===== config.mk =====
export PLATFORM = sky130hd
export DESIGN_NAME = mem_access_unit
export DESIGN_NICKNAME = d
export VERILOG_FILES = /design/src/rtl/cpu_pkg.sv /design/src/rtl/mem_timeout_ctr.sv /design/src/rtl/mem_access_unit.sv
export SDC_FILE = /design/constraint.sdc
export NUM_CORES = 1
export LEC_CHECK = 0
export CAP_MARGIN = 20
export CORE_MARGIN = 2
export CORE_UTILIZATION = 41
export CTS_BUF_LIST = sky130_fd_sc_hd__clkbuf_4
export DETAILED_ROUTE_END_ITERATION = 16
export PLACE_DENSITY = 0.82
export SLEW_MARGIN = 0
export SYNTH_ARGS = -nofsm -noshare
export SYNTH_HDL_FRONTEND = slang
export SYNTH_SLANG_ARGS = --single-unit

===== constraint.sdc =====
create_clock -name clk -period 3.5 [get_ports clk]
set_clock_uncertainty 0.05 [all_clocks]
set_input_delay 0.35 -clock clk [delete_from_list [all_inputs] [get_ports clk]]
set_output_delay 0.35 -clock clk [all_outputs]
set_load 0.02 [all_outputs]

===== src/rtl/cpu_pkg.sv =====
// rtl/cpu_pkg.sv - shared CPU types: MEM-stage FSM encoding and bus timeout default
package cpu_pkg;

   // MEM-stage access FSM
   typedef enum logic [1:0] {
      IDLE = 2'b00,
      WAIT = 2'b01,
      DONE = 2'b10
   } mau_state_t;

   // Cycles allowed in WAIT without an ack before the access is abandoned
   localparam int TIMEOUT_DEFAULT = 16;

endpackage


===== src/rtl/mem_timeout_ctr.sv =====
// rtl/mem_timeout_ctr.sv - saturating bus-wait counter with expiry flag
module mem_timeout_ctr #(
   parameter int TIMEOUT = 16
) (
   input  logic clk,
   input  logic rst,
   input  logic clear,
   input  logic enable,
   output logic expired
);

   localparam int CW = (TIMEOUT > 1) ? $clog2(TIMEOUT) : 1;
   localparam logic [CW-1:0] LAST = CW'(TIMEOUT - 1);

   logic [CW-1:0] count;

   // Count WAIT cycles; hold at the last value instead of wrapping
   always_ff @(posedge clk or posedge rst) begin
      if (rst) begin
         count <= '0;
      end else if (clear) begin
         count <= '0;
      end else if (enable && (count != LAST)) begin
         count <= count + CW'(1);
      end
   end

   assign expired = (count == LAST);

endmodule


===== src/rtl/mem_access_unit.sv =====
// rtl/mem_access_unit.sv - MEM-stage load/store responder on a req/ack data bus
module mem_access_unit
   import cpu_pkg::*;
#(
   parameter int ADDR_W  = 32,
   parameter int DATA_W  = 32,
   parameter int TIMEOUT = TIMEOUT_DEFAULT
) (
   input  logic              clk,
   input  logic              rst,
   input  logic              mem_mem_enable,
   input  logic              mem_mem_read,
   input  logic              mem_mem_write,
   input  logic [ADDR_W-1:0] mem_alu_out,
   input  logic [DATA_W-1:0] mem_reg_data_2,
   output logic              stall,
   output logic [DATA_W-1:0] rd_data,
   output logic              rd_valid,
   output logic              misalign_err,
   output logic              bus_err,
   output logic              dmem_req,
   output logic              dmem_we,
   output logic [ADDR_W-1:0] dmem_addr,
   output logic [DATA_W-1:0] dmem_wdata,
   input  logic              dmem_ack,
   input  logic [DATA_W-1:0] dmem_rdata
);

   mau_state_t state;

   logic op_valid;
   logic aligned;
   logic tmo_expired;

   assign op_valid = mem_mem_enable & (mem_mem_read | mem_mem_write);
   assign aligned  = (mem_alu_out[1:0] == 2'b00);

   // Reset gates the combinational outputs so they fall in the same cycle as
   // the registered ones, even while the pipeline still presents a valid op.
   assign stall        = ~rst & (((state == IDLE) & op_valid & aligned) | (state == WAIT));
   assign misalign_err = ~rst & (state == IDLE) & op_valid & ~aligned;

   mem_timeout_ctr #(
      .TIMEOUT (TIMEOUT)
   ) u_tmo (
      .clk     (clk),
      .rst     (rst),
      .clear   (state == IDLE),
      .enable  (state == WAIT),
      .expired (tmo_expired)
   );

   // Access FSM with registered bus signals and completion pulses
   always_ff @(posedge clk or posedge rst) begin
      if (rst) begin
         state      <= IDLE;
         dmem_req   <= 1'b0;
         dmem_we    <= 1'b0;
         dmem_addr  <= '0;
         dmem_wdata <= '0;
         rd_data    <= '0;
         rd_valid   <= 1'b0;
         bus_err    <= 1'b0;
      end else begin
         rd_valid <= 1'b0;
         bus_err  <= 1'b0;
         case (state)
            IDLE: begin
               if (op_valid && aligned) begin
                  dmem_req   <= 1'b1;
                  dmem_we    <= mem_mem_write;
                  dmem_addr  <= {mem_alu_out[ADDR_W-1:2], 2'b00};
                  dmem_wdata <= mem_reg_data_2;
                  state      <= WAIT;
               end
            end
            WAIT: begin
               // An ack on the expiry cycle still completes normally
               if (dmem_ack) begin
                  dmem_req <= 1'b0;
                  if (!dmem_we) begin
                     rd_data  <= dmem_rdata;
                     rd_valid <= 1'b1;
                  end
                  state <= DONE;
               end else if (tmo_expired) begin
                  dmem_req <= 1'b0;
                  bus_err  <= 1'b1;
                  if (!dmem_we) begin
                     rd_data  <= '0;
                     rd_valid <= 1'b1;
                  end
                  state <= DONE;
               end
            end
            DONE: begin
               // The pipeline advances on this edge, so never issue here
               state <= IDLE;
            end
            default: begin
               state <= IDLE;
            end
         endcase
      end
   end

endmodule

==> results of run 1 <==
[registers in the layout, summed over array words and instances (netlist names)]
name / count
state: 2
dmem_req: 1
u_tmo.count: 4
bus_err: 1
dmem_addr: 30
dmem_we: 1
rd_valid: 1
dmem_wdata: 32
rd_data: 32
[cell families after synthesis]
group                      share of synthesized area, %
and+or+nand+nor                                    2.39
muxes                                              17.8
DFF                                                65.4
buffers and inverters                              4.44
AOI/OAI and AO/OA                                  9.50
other                                            0.0943
adders and majority gates                         0.315
[cells in the mapped netlist]
| library cell | n |
|---|---|
| sky130_fd_sc_hd__dfrtp_1 | 104 |
| sky130_fd_sc_hd__mux2_2 | 63 |
| sky130_fd_sc_hd__a22o_1 | 32 |
| sky130_fd_sc_hd__buf_6 | 11 |
| sky130_fd_sc_hd__a21oi_1 | 4 |
| sky130_fd_sc_hd__inv_1 | 4 |
| sky130_fd_sc_hd__nand2_1 | 4 |
| sky130_fd_sc_hd__o21ai_0 | 4 |
| sky130_fd_sc_hd__buf_2 | 3 |
| sky130_fd_sc_hd__buf_4 | 3 |
| sky130_fd_sc_hd__nand3_1 | 3 |
| sky130_fd_sc_hd__nand2b_1 | 2 |
| sky130_fd_sc_hd__nor2_1 | 2 |
| sky130_fd_sc_hd__nor3b_1 | 2 |
| sky130_fd_sc_hd__o311ai_0 | 2 |
| sky130_fd_sc_hd__a31oi_1 | 1 |
| sky130_fd_sc_hd__a41oi_1 | 1 |
| sky130_fd_sc_hd__and3_1 | 1 |
| sky130_fd_sc_hd__conb_1 | 1 |
| sky130_fd_sc_hd__ha_1 | 1 |
| sky130_fd_sc_hd__nor3_1 | 1 |
| sky130_fd_sc_hd__nor3b_2 | 1 |
| sky130_fd_sc_hd__o211a_1 | 1 |
| sky130_fd_sc_hd__o211ai_1 | 1 |
| sky130_fd_sc_hd__o31ai_1 | 1 |
| sky130_fd_sc_hd__or3_1 | 1 |
[worst max-delay path, delay by kind of cell, from the launching register on]
kind                   cells  cell delay, ns
AOI/OAI and AO/OA          2            0.42
and+or+nand+nor            1            0.38
buffers and inverters      1            0.62
DFF                        1            0.48
[power breakdown]
| group | total, mW | internal (mW) | switching [mW] | leakage [nW] |
|---|---|---|---|---|
| logic | 1.69 | 0.928 | 0.762 | 1.27 |
| clock network | 0.552 | 0.159 | 0.392 | 0.0652 |
| registers | 1.73 | 1.54 | 0.187 | 1.28 |
| total | 3.97 | 2.63 | 1.34 | 2.61 |
[worst paths after layout]
kind,to,from
worst max-delay path,stall,state[0]
worst min-delay path,dmem_req,rst
worst max register to register,dmem_addr[25],state[0]
worst min register to register,rd_data[13],rd_data[13]
max in group asynchronous,dmem_addr[10],rst
min in group clk,dmem_addr[16],mem_alu_out[16]
[through the flow]
| stage | std cells | hold WS, ns | setup WS (ns) | cell area [um2] |
|---|---|---|---|---|
| finish | 588 | 0.381 | 0.770 | 6170 |
| global route | 588 | 0.431 | 0.601 | 6170 |
| floorplan | 255 | 0.370 | 0.368 | 3980 |
| detailed placement | 572 | 0.430 | 0.905 | 6060 |
| global placement | 572 | 0.435 | 1.02 | 6060 |
| CTS | 588 | 0.380 | 0.738 | 6170 |
[routing by layer]
layer  track usage [%]  share of wire, %  vias to the layer above
met5                 0                 0                        -
met4              6.36               1.3                        0
met3              4.14               7.8                       10
met2              32.0                51                      119
met1              22.2                40                     1417
li1                  -                 -                     1321
[final cells by class]
class                      instances  area share (%)
multi-input combinational        130            19.6
clock buffer                      10            1.22
sequential                       104            42.1
inverter                           4           0.284
timing repair buffer             205            33.5
tap                              129            2.61
clock inverter                     6           0.689
==> metrics list, run 1 <==
- Outcome: complete, no violations
- In this run the mean area of a mapped cell was 15.7 um2.
- Post-synthesis cell count: 254
- Entering global routing, the biggest net connects 63 pins.
* Total count of hold-check failures in the final report: 0
- Static timing analysis puts the maximum clock frequency at 366 MHz.
- Worst-path cell with the longest stage delay: sky130_fd_sc_hd__clkdlybuf4s50_1
- The worst setup path is launched from a flip-flop.
- Hold crit path type: in -> async
- Most common library cell in the layout ignoring fill and taps: sky130_fd_sc_hd__clkdlybuf4s50_1
* Minimum setup slack among reg-to-reg paths: 1.46 ns
- The final number of max-transition violations is 0.
- Detailed placement finished with a half-perimeter wire length of ~7.2 mm.
- Clock-pin slew was measured on the worst setup and hold paths at 0.16 ns.
- The first detailed-routing pass took 4 iterations.
* IO Port Bufs: 201
* CTS tree: yes
- Critical setup path kind: reg -> out
- Post-synthesis sequential element count: approximately 100
* Share of Yosys cell area claimed by the top area cell type: about 65%
* Actual slew at the worst max-slew pin: 0.729 ns
- The number of antenna diodes in the final layout is 0.
- Width of the die: 102 um
* Gpl congestion: approximately 0.75
- Max-capacitance violation count: 0
- At the later pin of the worst-skew pair, clock insertion delay measures around 0.43 ns.
* DIE AREA: 10500 um2
- Remaining antenna violation count after routing: 0
* Standard-cell rows: 35
- Subtracting the final worst setup slack from the clock period gives around 2.7 ns.
* Remaining max-slew budget at the tightest pin: 51.4%
* First DRT Iteration DRCs: 74
* Cts repair resizes: 0
* Via count of the first global-routing pass: about 3000
- Post-layout power: 3.97 mW
* Portion of the post-synthesis area used by sequential elements: 65.4%
- Setup violations remaining at the end of the flow were counted as 0.
* Setup repair after global routing missed its margin: false
- Post-CTS Setup Inserts: 0
* Highest ir drop seen on vdd: 0.000291 V
- Top library cells by usage in the layout, fill and taps aside: sky130_fd_sc_hd__clkdlybuf4s50_1, sky130_fd_sc_hd__dfrtp_1, sky130_fd_sc_hd__mux2_2, sky130_fd_sc_hd__a22o_1, sky130_fd_sc_hd__clkbuf_4
- In the routed design, unresolved DRC markers number 0.
* Initial core utilization: 42.6%
- Post-route core utilization: 66.2%
* Area inside the core boundary: 9330 um2
- Total overflow reported by the global router: 0
- Post-layout net count: approximately 560
- For this run, the number of Yosys warnings is 0.
- CTS Hold Buffers Added: 0
- Dividing the detail-routed wire length by the instance count gives 16.7 um.
- The post-route netlist has ~19% of its cells at a drive strength greater than 1.
- between 200 and 250 I/O pins were placed.
- Worst Path Max Fanout: 6
- The tree is rooted in a sky130_fd_sc_hd__clkbuf_4.
* Largest area contributor in the synthesized netlist: sky130_fd_sc_hd__dfrtp_1
- In this run the deepest clock path goes through 2 buffers.
- Number of buffers added by the clock tree synthesis step: 9
- H-tree depth reported by CTS: 3
* Global-route total usage across every layer: a little under a fifth
- Static Leak: 2.61 nW
- STA classifies the critical path endpoint as an output port.
* FF-to-FF path depth: 4
- The routed layout has approximately 2900 vias.
- The cell area that synthesis handed to floorplanning was 3980 um2.
* Number of different library cells in the post-synthesis netlist: 26
- Antenna violations before repair: 0
- Height of the chip: ~100 um
* Wire length of the first global-routing pass: 14.8 mm
- Share of the cycle needed by the critical path after routing: roughly 78%
- In this run the power density over the cells is roughly 640 nW/um2.
- Total of fill cells in the finished design: 739
* Sequential cell area in the final layout: 2600 um2
- Data on the critical path is required at its endpoint by approximately 3.1 ns.
* Data arrival time of the worst path: approximately 2.3 ns
- Area taken by multi-input logic gates: roughly 1200 um2
* Routed WL: 9.84 mm
- In the routed layout, each cell is associated on average with a via count of 4.88.
- Traced cell by cell, the critical path runs through nor3b_1, o211ai_1, a21oi_1, clkdlybuf4s50_1.
* Area contributors post-synth: sky130_fd_sc_hd__dfrtp_1, sky130_fd_sc_hd__mux2_2, sky130_fd_sc_hd__a22o_1, sky130_fd_sc_hd__buf_6, sky130_fd_sc_hd__buf_4
- For the final routed database, the setup TNS stands at 0 ns.
* Biggest cell delay along the critical path: 0.62 ns
- Clock tree synthesis found a total of 104 sinks.
* Layout overhead on the synthesized area: 55.2%
No activity file was read; power rests on OpenSTA's default activity.
==> inputs of run 2 (changes only) <==
==> constraint.sdc (replaced) <==
create_clock -name clk -period 2.67 [get_ports clk]
set_clock_uncertainty 0.05 [all_clocks]
set_input_delay 0.267 -clock clk [delete_from_list [all_inputs] [get_ports clk]]
set_output_delay 0.267 -clock clk [all_outputs]
set_load 0.02 [all_outputs]
==> metrics list, run 2 (synthesized netlist as in run 1, its figures left out) <==
- The delay of the slowest cell on the worst path was 0.63 ns (about the same).
- The number of primary I/O pins came to 204 (unchanged).
- Post-route core utilization: 66.7% (+0.46 points)
- Layout Cells excl Fill: 592 (+0.68%)
- CTS clk-pin slew, worst paths: 0.15 ns (about the same)
* Detailed placement HPWL: 7.53 mm (+5.3%)
* Detailed Routing Iterations Pass 1: 4 (unchanged)
* Insertion delay of the later-clocked pin in the worst-skew pair: 0.42 ns (about the same)
- Ant diodes: 0 (unchanged)
* Achievable clock frequency: 402 MHz
* Number of buffers added by the clock tree synthesis step: 9 (unchanged)
* Total count of hold-check failures in the final report: 0 (unchanged)
- Crit path launch type: flip-flop
- The pin slew with the least headroom to its limit came to 0.699 ns (-0.0300 ns).
- The total routed wire length on the met1 layer was 3.93 mm (+0.87%).
- Maximum number of buffers from clock root to sink: 2 (unchanged)
* Initial core utilization: 42.6% (unchanged)
* Final std cell area, no fill: 6220 um2 (+0.69%)
* Power density cells: 849 nW/um2 (+32%)
- Area inside the core boundary: 9330 um2 (unchanged)
- Largest registers: dmem_wdata x32, rd_data x32, dmem_addr x30
* Max-capacitance violation count: 0 (unchanged)
- Remaining antenna violation count after routing: 0 (unchanged)
- The number of hold-repair buffers added at the cts stage came to 0 (unchanged).
- Routed len/inst: 16.9 um (+1.3%)
* Worst-path cell with the longest stage delay: sky130_fd_sc_hd__clkdlybuf4s50_1
* Antenna violations before repair: 0 (unchanged)
* Hold crit path type: in -> async
- The signal on the critical path passes through nor3b_2, o211ai_1, a21oi_1, clkdlybuf4s50_1.
- Most common library cell in the layout ignoring fill and taps: sky130_fd_sc_hd__clkdlybuf4s50_1
- Layout overhead on the synthesized area: 56.3%
- Gpl congestion: 0.775 (+3.4%)
* Root buf cell: sky130_fd_sc_hd__clkbuf_4
- Setup repair after global routing missed its margin: false
* # setup viols final: 0 (unchanged)
- The first-iteration detailed-routing DRC count is 63 (-15%).
- Top library cells by usage in the layout, fill and taps aside: sky130_fd_sc_hd__clkdlybuf4s50_1, sky130_fd_sc_hd__dfrtp_1, sky130_fd_sc_hd__mux2_2, sky130_fd_sc_hd__a22o_1, sky130_fd_sc_hd__clkbuf_4
- Data arrival time of the worst path: 2.17 ns (-0.16 ns)
- Cts repair resizes: 0 (unchanged)
- Via count: 2914 (+1.6%)
* CTS Sinks: 104 (unchanged)
* Max-slew violation count: 0 (unchanged)
- Top Metal Used: met4
* Fraction of layout instances using a drive strength above 1: 19.2% (+0.70 points)
* Remaining max-slew budget at the tightest pin: 53.4% (+2.0 points)
- Critical setup path kind: reg -> out
- The full die area is 10500 um2 (unchanged).
- The post-layout net count came to 561 (+0.72%).
* CTS tree: yes
- Hold Worst Slack: 0.379 ns (-0.00157 ns)
- Endpoint class of the critical path: output port
- Broken down by cell family, the worst path's largest delay share belongs to buffers and inverters.
- Height of the chip: 102 um (unchanged)
- The met2 layer wire length in the routed design is 5.14 mm (+1.6%).
- The horizontal extent of the die was 102 um (unchanged).
- Setup TNS Final: 0 ns (unchanged)
* Total overflow reported by the global router: 0 (unchanged)
* Routed WL: 10.0 mm (+2.0%)
- The total routing resource utilization after global routing is 19.1% (+0.81 points).
* Post-CTS Setup Inserts: 0 (unchanged)
* Share of the cycle needed by the critical path after routing: 93.2%
- Placed inst area: 6080 um2 (+0.31%)
- The first-pass GRT wire length is 15.3 mm (+3.6%).
* DRC viols: 0 (unchanged)
- The number of rows created at floorplan was 35 (unchanged).
- The buffering stage count on the worst path with inverters included came to 1 (unchanged).
- The maximum net fanout on the critical path is 6 (unchanged).
- The mean number of vias per cell was 4.92 (+0.95%).
- Worst path required time: 2.35 ns (-0.75 ns)
- IO Port Bufs: 201 (unchanged)
* Static Leak: 2.64 nW (+0.98%)
- Number of placed cells counting well taps: 576 (+0.70%)
- The pin count of the biggest net entering global routing was 58 (-7.9%).
- Highest ir drop seen on vdd: 0.000511 V (+76%)
- The worst path in the final design needs a cycle of ~2.5 ns, including I/O delays and setup.
* Via count of the first global-routing pass: 3092 (+4.3%)
- Met3 Wirelength: 718 um (-6.4%)
- The run finished with clean final reports.
- H-tree depth reported by CTS: 3 (unchanged)
## run 2: cell types whose count changed in the layout (fill, tap and decap cells not counted), sizes merged
cell,delta
clkinv,+2
inv,-2
clkbuf,-1
bufinv,+1
buf,+4
## run 2: path summary, 6_finish.rpt
kind,startpoint,end,slack [ns],cells after the start
hold reg to reg,rd_data[23],rd_data[23],0.47,1
min in group clk,dmem_rdata[3],rd_data[3],0.38,2
setup reg to reg,state[0],dmem_addr[31],0.76,4
setup / recovery,state[0],stall,0.18,4
hold / removal,rst,dmem_wdata[1],0.38,3
max in group asynchronous,rst,rd_data[11],1.68,3
## run 2: layout make-up
cell class / count / area (um2)
multi-input cells: 130 / 1210
repair buffers: 209 / 2080
fillers: 717 / 3110
clock buffers: 9 / 67.6
inverters: 4 / 18.8
clock inverters: 7 / 68.8
flip-flops and latches: 104 / 2600
well taps: 129 / 161
## run 2: through the flow
step | total power [mW] | setup WS, ns
2_1_floorplan | 3.32 | 1.02
3_3_place_gp | 4.48 | 0.333
3_5_place_dp | 4.54 | 0.298
4_1_cts | 5.35 | 0.0217
5_1_grt | 5.55 | 0.0135
6_report | 5.28 | 0.180
## run 2: metal layers
layer	vias up	GRT usage, %
li1	1331	-
met1	1437	22.3
met2	128	33.6
met3	18	3.93
met4	0	8.92
met5	-	0
## run 2: worst reg2reg max path, delay by kind of cell, from the launching register on
family                 cells  cell delay [ns]
muxes                      1             0.35
DFF                        1             0.49
buffers and inverters      1             0.26
AOI/OAI and AO/OA          1             0.39
and+or+nand+nor            1             0.25
## run 2: power by group
part / switching [mW] / internal, mW / total, mW
registers: 0.246 / 2.02 / 2.27
clock network: 0.504 / 0.288 / 0.791
logic: 1.00 / 1.22 / 2.22
total: 1.75 / 3.53 / 5.28
